[src/rtl/mdu_issue_ctrl.sv]
// E-stage issue control for the multiply/divide unit: shadows MDU latency,
// gates start and HI/LO write strobes, and raises the D-stage stall.
module mdu_issue_ctrl #(
    parameter int unsigned MULT_CYCLES = 5,
    parameter int unsigned DIV_CYCLES  = 10,
    parameter int unsigned STALL_CNT_W = 16
) (
    input  logic                   clk,
    input  logic                   reset,
    input  logic                   d_md_use,
    input  logic                   e_valid,
    input  logic [2:0]             e_md_kind,
    input  logic [2:0]             e_md_op,
    input  logic                   mdu_busy,
    output logic                   stall_d,
    output logic                   mdu_start,
    output logic [2:0]             mdu_op,
    output logic                   mdu_hi_write,
    output logic                   mdu_lo_write,
    output logic [1:0]             e_hilo_sel,
    output logic                   busy_o,
    output logic                   done_pulse,
    output logic                   sync_err,
    output logic [STALL_CNT_W-1:0] stall_cycles
);

    localparam int unsigned CNT_W = 4;

    localparam logic [2:0] KIND_NONE  = 3'd0;
    localparam logic [2:0] KIND_START = 3'd1;
    localparam logic [2:0] KIND_MTHI  = 3'd2;
    localparam logic [2:0] KIND_MTLO  = 3'd3;
    localparam logic [2:0] KIND_MFHI  = 3'd4;
    localparam logic [2:0] KIND_MFLO  = 3'd5;
    localparam logic [2:0] KIND_SWAP  = 3'd6;
    localparam logic [2:0] OP_SWAP    = 3'd4;

    typedef enum logic {IDLE = 1'b0, RUN = 1'b1} state_t;

    state_t                 state_q, state_d;
    logic [CNT_W-1:0]       cnt_q, cnt_d;
    logic                   done_pulse_q, done_pulse_d;
    logic                   sync_err_q, sync_err_d;
    logic [STALL_CNT_W-1:0] stall_cycles_q, stall_cycles_d;

    logic is_idle;
    logic is_run;
    logic e_issue_kind;

    assign is_idle = (state_q == IDLE);
    assign is_run  = (state_q == RUN);

    // Kinds that drive the MDU and must never overlap a running op.
    assign e_issue_kind = e_valid & ((e_md_kind == KIND_START) | (e_md_kind == KIND_MTHI) |
                                     (e_md_kind == KIND_MTLO)  | (e_md_kind == KIND_SWAP));

    always_comb begin
        mdu_start    = e_valid & (e_md_kind == KIND_START) & is_idle;
        mdu_hi_write = e_valid & (e_md_kind == KIND_MTHI) & is_idle;
        mdu_lo_write = e_valid & (e_md_kind == KIND_MTLO) & is_idle;
        mdu_op       = 3'd0;
        e_hilo_sel   = 2'd0;
        if (e_valid) begin
            if (e_md_kind == KIND_SWAP) begin
                if (is_idle) mdu_op = OP_SWAP;
            end else begin
                mdu_op = e_md_op;
            end
            if (e_md_kind == KIND_MFHI) e_hilo_sel = 2'd1;
            if (e_md_kind == KIND_MFLO) e_hilo_sel = 2'd2;
        end
        stall_d = d_md_use & (is_run | (e_valid & (e_md_kind != KIND_NONE)));
    end

    always_comb begin
        state_d        = state_q;
        cnt_d          = cnt_q;
        done_pulse_d   = 1'b0;
        sync_err_d     = sync_err_q;
        stall_cycles_d = stall_cycles_q;

        case (state_q)
            IDLE: begin
                if (mdu_start) begin
                    state_d = RUN;
                    cnt_d   = (e_md_op < 3'd2) ? CNT_W'(MULT_CYCLES) : CNT_W'(DIV_CYCLES);
                end
            end
            RUN: begin
                cnt_d = cnt_q - CNT_W'(1);
                if (cnt_q == CNT_W'(1)) begin
                    state_d      = IDLE;
                    cnt_d        = '0;
                    done_pulse_d = 1'b1;
                end
            end
            default: begin
                state_d = IDLE;
                cnt_d   = '0;
            end
        endcase

        if ((mdu_busy != is_run) || (e_issue_kind && is_run)) sync_err_d = 1'b1;

        if (stall_d && (stall_cycles_q != {STALL_CNT_W{1'b1}}))
            stall_cycles_d = stall_cycles_q + STALL_CNT_W'(1);
    end

    always_ff @(posedge clk) begin
        if (reset) begin
            state_q        <= IDLE;
            cnt_q          <= '0;
            done_pulse_q   <= 1'b0;
            sync_err_q     <= 1'b0;
            stall_cycles_q <= '0;
        end else begin
            state_q        <= state_d;
            cnt_q          <= cnt_d;
            done_pulse_q   <= done_pulse_d;
            sync_err_q     <= sync_err_d;
            stall_cycles_q <= stall_cycles_d;
        end
    end

    assign busy_o       = is_run;
    assign done_pulse   = done_pulse_q;
    assign sync_err     = sync_err_q;
    assign stall_cycles = stall_cycles_q;

endmodule

[config.mk]
export PLATFORM = sky130hd
export DESIGN_NAME = mdu_issue_ctrl
export DESIGN_NICKNAME = d
export VERILOG_FILES = /design/src/rtl/mdu_issue_ctrl.sv
export SDC_FILE = /design/constraint.sdc
export NUM_CORES = 1
export LEC_CHECK = 0
export ABC_CLOCK_PERIOD_IN_PS = 2260
export BUFFER_PORTS_ARGS = -buffer_cell sky130_fd_sc_hd__buf_2
export CAP_MARGIN = 25
export CORE_ASPECT_RATIO = 1.1
export CORE_MARGIN = 2
export CORE_UTILIZATION = 40
export DETAILED_ROUTE_END_ITERATION = 12
export PLACE_DENSITY_LB_ADDON = 0.3
export SLEW_MARGIN = 10
export SYNTH_ARGS = -nofsm -noshare
export SYNTH_HDL_FRONTEND = slang
export SYNTH_SLANG_ARGS = --single-unit
[constraint.sdc]
create_clock -name clk -period 2.26 [get_ports clk]
set_input_delay 0.452 -clock clk [delete_from_list [all_inputs] [get_ports clk]]
set_output_delay 0.452 -clock clk [all_outputs]
set_load 0.01 [all_outputs]
Word-level counts from Yosys, hierarchy flattened --
Index checks and enable logic that the tools add are counted.
Word-level totals: register bits after elaboration 23, input port bits 11
Cells by class: add/subtract/negate cells 2, order comparisons 1, equality and inequality tests 10, mux-type cells 14, bitwise logic cells 14, reduce and logical (&&, ||, !) cells 5
Operators with widths (number):
- $add A16 B1 Y16 const B | 1
- $ne A16 B16 Y1 const B | 1
- $mux W4 | 3
- $and A1 B1 Y1 | 9
- $eq A3 B3 Y1 const B | 3
- $mux W3 | 3
- $pmux W4 S2 | 1
- $eq A3 B2 Y1 const B | 2
- $eq A4 B1 Y1 const B | 1
- $mux W1 | 4
- $mux W2 | 2
- $or A1 B1 Y1 | 4
- $sub A4 B1 Y4 const B | 1
- $eq A3 B1 Y1 const B | 1
- $lt A3 B2 Y1 const B | 1
- $reduce_bool A3 Y1 | 1
- $logic_and A1 B1 Y1 | 2
- $ne A2 B2 Y1 const B | 1
- $pmux W1 S2 | 1
- $reduce_or A2 Y1 | 1
- $logic_or A1 B1 Y1 | 1
- $ne A1 B1 Y1 | 1
- $not A1 Y1 | 1

Depth between registers and ports, before layout --
depth after elaboration 7, mapped depth 6

Worst setup path after synthesis --
No wires, ideal clock.
kind register -> register, start point reg stall_cycles_q[0], in the netlist stall_cycles[0], end point reg stall_cycles_q[9], in the netlist stall_cycles[9], setup time 121 ps, arrival time 1676 ps, required time 2139 ps, path slack 463 ps, cell stages (with the launch flop) 6, path buffers 0, period minus slack after synthesis 1797 ps, cell sequence dfxtp_1 ha_1 nand3_1 or4_1 and4_2 mux2_4
On the way: cells in the longest elaborated chain, start to end 2, elaborated cells between the ends (all ways) 3
Ends and longest elaborated chain:
- from (decl) | RTL line 44 | logic [STALL_CNT_W-1:0] stall_cycles_q, stall_cycles_d;
- from (signal assigned) | RTL line 121 | stall_cycles_q <= stall_cycles_d;
- branches (longest 2 deep; another with $add A16 B1 Y16)
Parallel ways; which one is timed is not known. A chain may end at the register's enable or synchronous reset.

Worst setup path after layout --
start point reg state_q, in the netlist busy_o, end point out mdu_lo_write
On the way: cells in the longest elaborated chain, start to end 2
Ends and longest elaborated chain:
- from (decl) | RTL line 40 | state_t state_q, state_d;
- from (signal assigned) | RTL line 117 | state_q <= state_d;
- $not A1 Y1
- $and A1 B1 Y1 | RTL line 60 | mdu_lo_write = e_valid & (e_md_kind == KIND_MTLO) & is_idle;
- to (decl) | RTL line 19 | output logic mdu_lo_write,
No other way between the ends.

==> flow_metrics.env <==
export IMPL_synth_main_ff_cell="dfxtp_1"
export IMPL_grt_pass1_vias=1164
export IMPL_cts_resized=0
export IMPL_num_vias=1360
export IMPL_grt_max_degree=31
export IMPL_required_ns=1.81
export IMPL_drt_wl_total_um=3070
export IMPL_yosysSeqAreaShare_pct=33.4
export IMPL_clock_skew_ns=0.00585
export IMPL_yosysTopAreaCellShare_pct=33.4
export IMPL_worstMarginPinSlew_ns=0.821
export IMPL_p_per_area_nw_per_um2=432
export IMPL_worstPathMaxFanout=8
export IMPL_drtIter0Drc=73
export IMPL_ys_ff_latch=23
export IMPL_cp_slowest_cell="dfxtp_1"
export IMPL_drc=0
export IMPL_nets=222
export IMPL_relSlewSlack_pct=44.7
export IMPL_max_cap_violations=0
export IMPL_postLayoutCellArea_sq_um=1650
export IMPL_postSynthCellCount=168
export IMPL_slew_violations=0
export IMPL_timing_critical_path_cells="buf_4 > inv_1 > and2_1 > and3_1 > buf_2"
export IMPL_syn_cell_area_sq_um=1380
export IMPL_final_cells=255
export IMPL_ys_top_cells_by_area="dfxtp_1 (33%), a21oi_1 (5.1%), mux2_2 (4.1%), nor2b_1 (4.1%), a211oi_1 (3.8%)"
export IMPL_grtUsageTotal_pct=16.5
export IMPL_rows=22
export IMPL_crit_arrival_ns=1.60
export IMPL_placed_area_sq_um=1630
export IMPL_syn_avg_cell_area_sq_um=8.21
export IMPL_startpoint_type="flip-flop"
export IMPL_final_core_util_pct=49.6
export IMPL_critPathMaxStageDelay_ns=0.53
export IMPL_insertion_delay_ns=0.31
export IMPL_yosysWarnings=0
export IMPL_fillers=353
export IMPL_timing_rr_end="stall_cycles[15]"
export IMPL_cts_tree="done"
export IMPL_fin_crit_ns=2.05
export IMPL_cts_max_level=1
export IMPL_cts_clk_slew_worst_paths_ns=0.13
export IMPL_portBuffers=38
export IMPL_die_x_um=60.0
export IMPL_antenna_cells=0
export IMPL_initial_utilization_pct=41.4
export IMPL_fin_crit_sh_pct=90.6
export IMPL_fmax_mhz=488
export IMPL_worstSetupEndpoint="mdu_lo_write"
export IMPL_synth_fp_nets=182
export IMPL_cts_buffers=3
export IMPL_synthArstFlopShare_pct=0
export IMPL_antenna_left=0
export IMPL_finalWorstSetupSlack_ns=0.212
export IMPL_hold_viol_final=0
export IMPL_critical_path_class="reg2out"
export IMPL_grt_pass1_wl_um=5080
export IMPL_status="finished clean"
export IMPL_final_cell_mix="buf_2 (38), dfxtp_1 (23), nor2_1 (14), a21oi_1 (14), nand2_1 (11)"
export IMPL_dp_cells=251
export IMPL_wire_per_inst_um=12.0
export IMPL_grt_antenna_before_repair=0
export IMPL_gp_congestion=0.808
export IMPL_hold_class="reg2reg"
export IMPL_rrSetupSlack_ns=0.30
export IMPL_die_h_um=65.6
export IMPL_setup_violations=0
export IMPL_synthToLayoutAreaGrowth_pct=19.7
export IMPL_crit_start="busy_o"
export IMPL_final_common_cell="buf_2"
export IMPL_cpLargestDelayFamily="flip-flops"
export IMPL_ys_types=42
export IMPL_fin_setup_tns_ns=0
export IMPL_cts_root_buf="clkbuf_4"
export IMPL_path_buf_inv=3
export IMPL_synth_edf_count=0
export IMPL_firstDrtPassIters=4
export IMPL_vdd_drop_max_mv=0.311
export IMPL_reg2reg_from="stall_cycles[0]"
export IMPL_layout_drive_gt1_share_pct=29.5
export IMPL_vias_per_cell=5.33
export IMPL_core_area_sq_um=3330
export IMPL_post_place_ws_ns=0.281
export IMPL_rsz0062_at_grt="false"
export IMPL_clockBufferDepth=2
export IMPL_io_pins=39
export IMPL_p_leak_nw=0.682
export IMPL_post_cts_buffers=0
export IMPL_synth_top_cell_by_area="dfxtp_1"
export IMPL_dpl_hpwl_um=2300
export IMPL_die_area_sq_um=3940
export IMPL_overflow=0
export IMPL_ff2ff_path_depth=5
export IMPL_cts_sinks=23
export IMPL_ctsHoldBuffers=0
export IMPL_endpoint_kind="output port"
export IMPL_hp_start="cnt_q[1]"
export IMPL_cp_depth=5
-- worst min-delay path, stage by stage (launching register included) --
cell	delay, ns
dfxtp_1	0.35
nand2_1	0.06
a21oi_1	0.05
-- registers in the layout, indices dropped and copies added, names as in the netlist --
signal and cells:
stall_cycles 16, cnt_q 4, busy_o 1, done_pulse 1
sync_err 1
-- cell type report --
class | count | area, sq um | share of cell area (%)
Inverter | 7 | 26.3 | 1.59
Clock buffer | 4 | 26.3 | 1.59
Multi-Input combinational cell | 132 | 866 | 52.4
Timing Repair Buffer | 41 | 213 | 12.9
Sequential cell | 23 | 460 | 27.9
Tap cell | 48 | 60.1 | 3.64
-- metal layers --
layer,GRT usage (%),share of wire [%],up-vias
li1,-,-,703
met1,21.4,46,627
met2,27.4,49,26
met3,2.56,3.9,4
met4,5.83,0.88,0
met5,0,0,-
-- power breakdown --
part	switching, mW	internal (mW)
Combinational	0.0563	0.0418
Clock	0.124	0.0689
Sequential	0.00854	0.414
Total	0.189	0.524
-- Yosys cell counts, drive strengths merged, types with 2 or more instances --
| cell type | number |
|---|---|
| nor2b | 9 |
| ha | 3 |
| o21ai | 4 |
| nand2 | 11 |
| nor2 | 14 |
| nand4 | 3 |
| or4 | 6 |
| a21oi | 14 |
| o31ai | 7 |
| nand3 | 7 |
| nor4 | 3 |
| and4 | 3 |
| mux2 | 6 |
| nand2b | 2 |
| dfxtp | 23 |
| and3 | 6 |
| a211oi | 7 |
| buf | 2 |
| nor3 | 6 |
| and2 | 5 |
| nor3b | 2 |
| o21ba | 2 |
| inv | 7 |
| clkbuf | 4 |
-- kinds of logic (layout without fill, tap and decap cells) --
group                    count (synthesis)  in the layout  synth area share (%)
AO/OA/AOI/OAI                           41             41                  20.6
XOR/XNOR                                 1              1                 0.635
adder cells (fa/ha/maj)                  3              3                  2.72
buffers and inverters                   13             52                  3.90
flip-flops                              23             23                  33.4
multiplexers                             7              7                  5.89
AND/OR/NAND/NOR                         80             80                  32.9
-- through the flow --
stage	hold slack (ns)	total power [mW]
CTS	0.492	0.725
detailed placement	0.466	0.530
global placement	0.465	0.529
finish	0.485	0.713
global route	0.511	0.750
floorplan	0.446	0.493
-- how the worst min path moves through the flow --
stage / slack [ns] / cells past startpoint / endpoint
after global placement: 0.46 / 2 / cnt_q[1]
after detailed placement: 0.47 / 1 / sync_err
after global routing: 0.51 / 2 / cnt_q[1]
final: 0.48 / 2 / cnt_q[1]
after CTS: 0.49 / 2 / cnt_q[1]
after floorplan: 0.45 / 2 / cnt_q[1]
Power figures use the tool's default switching activity.
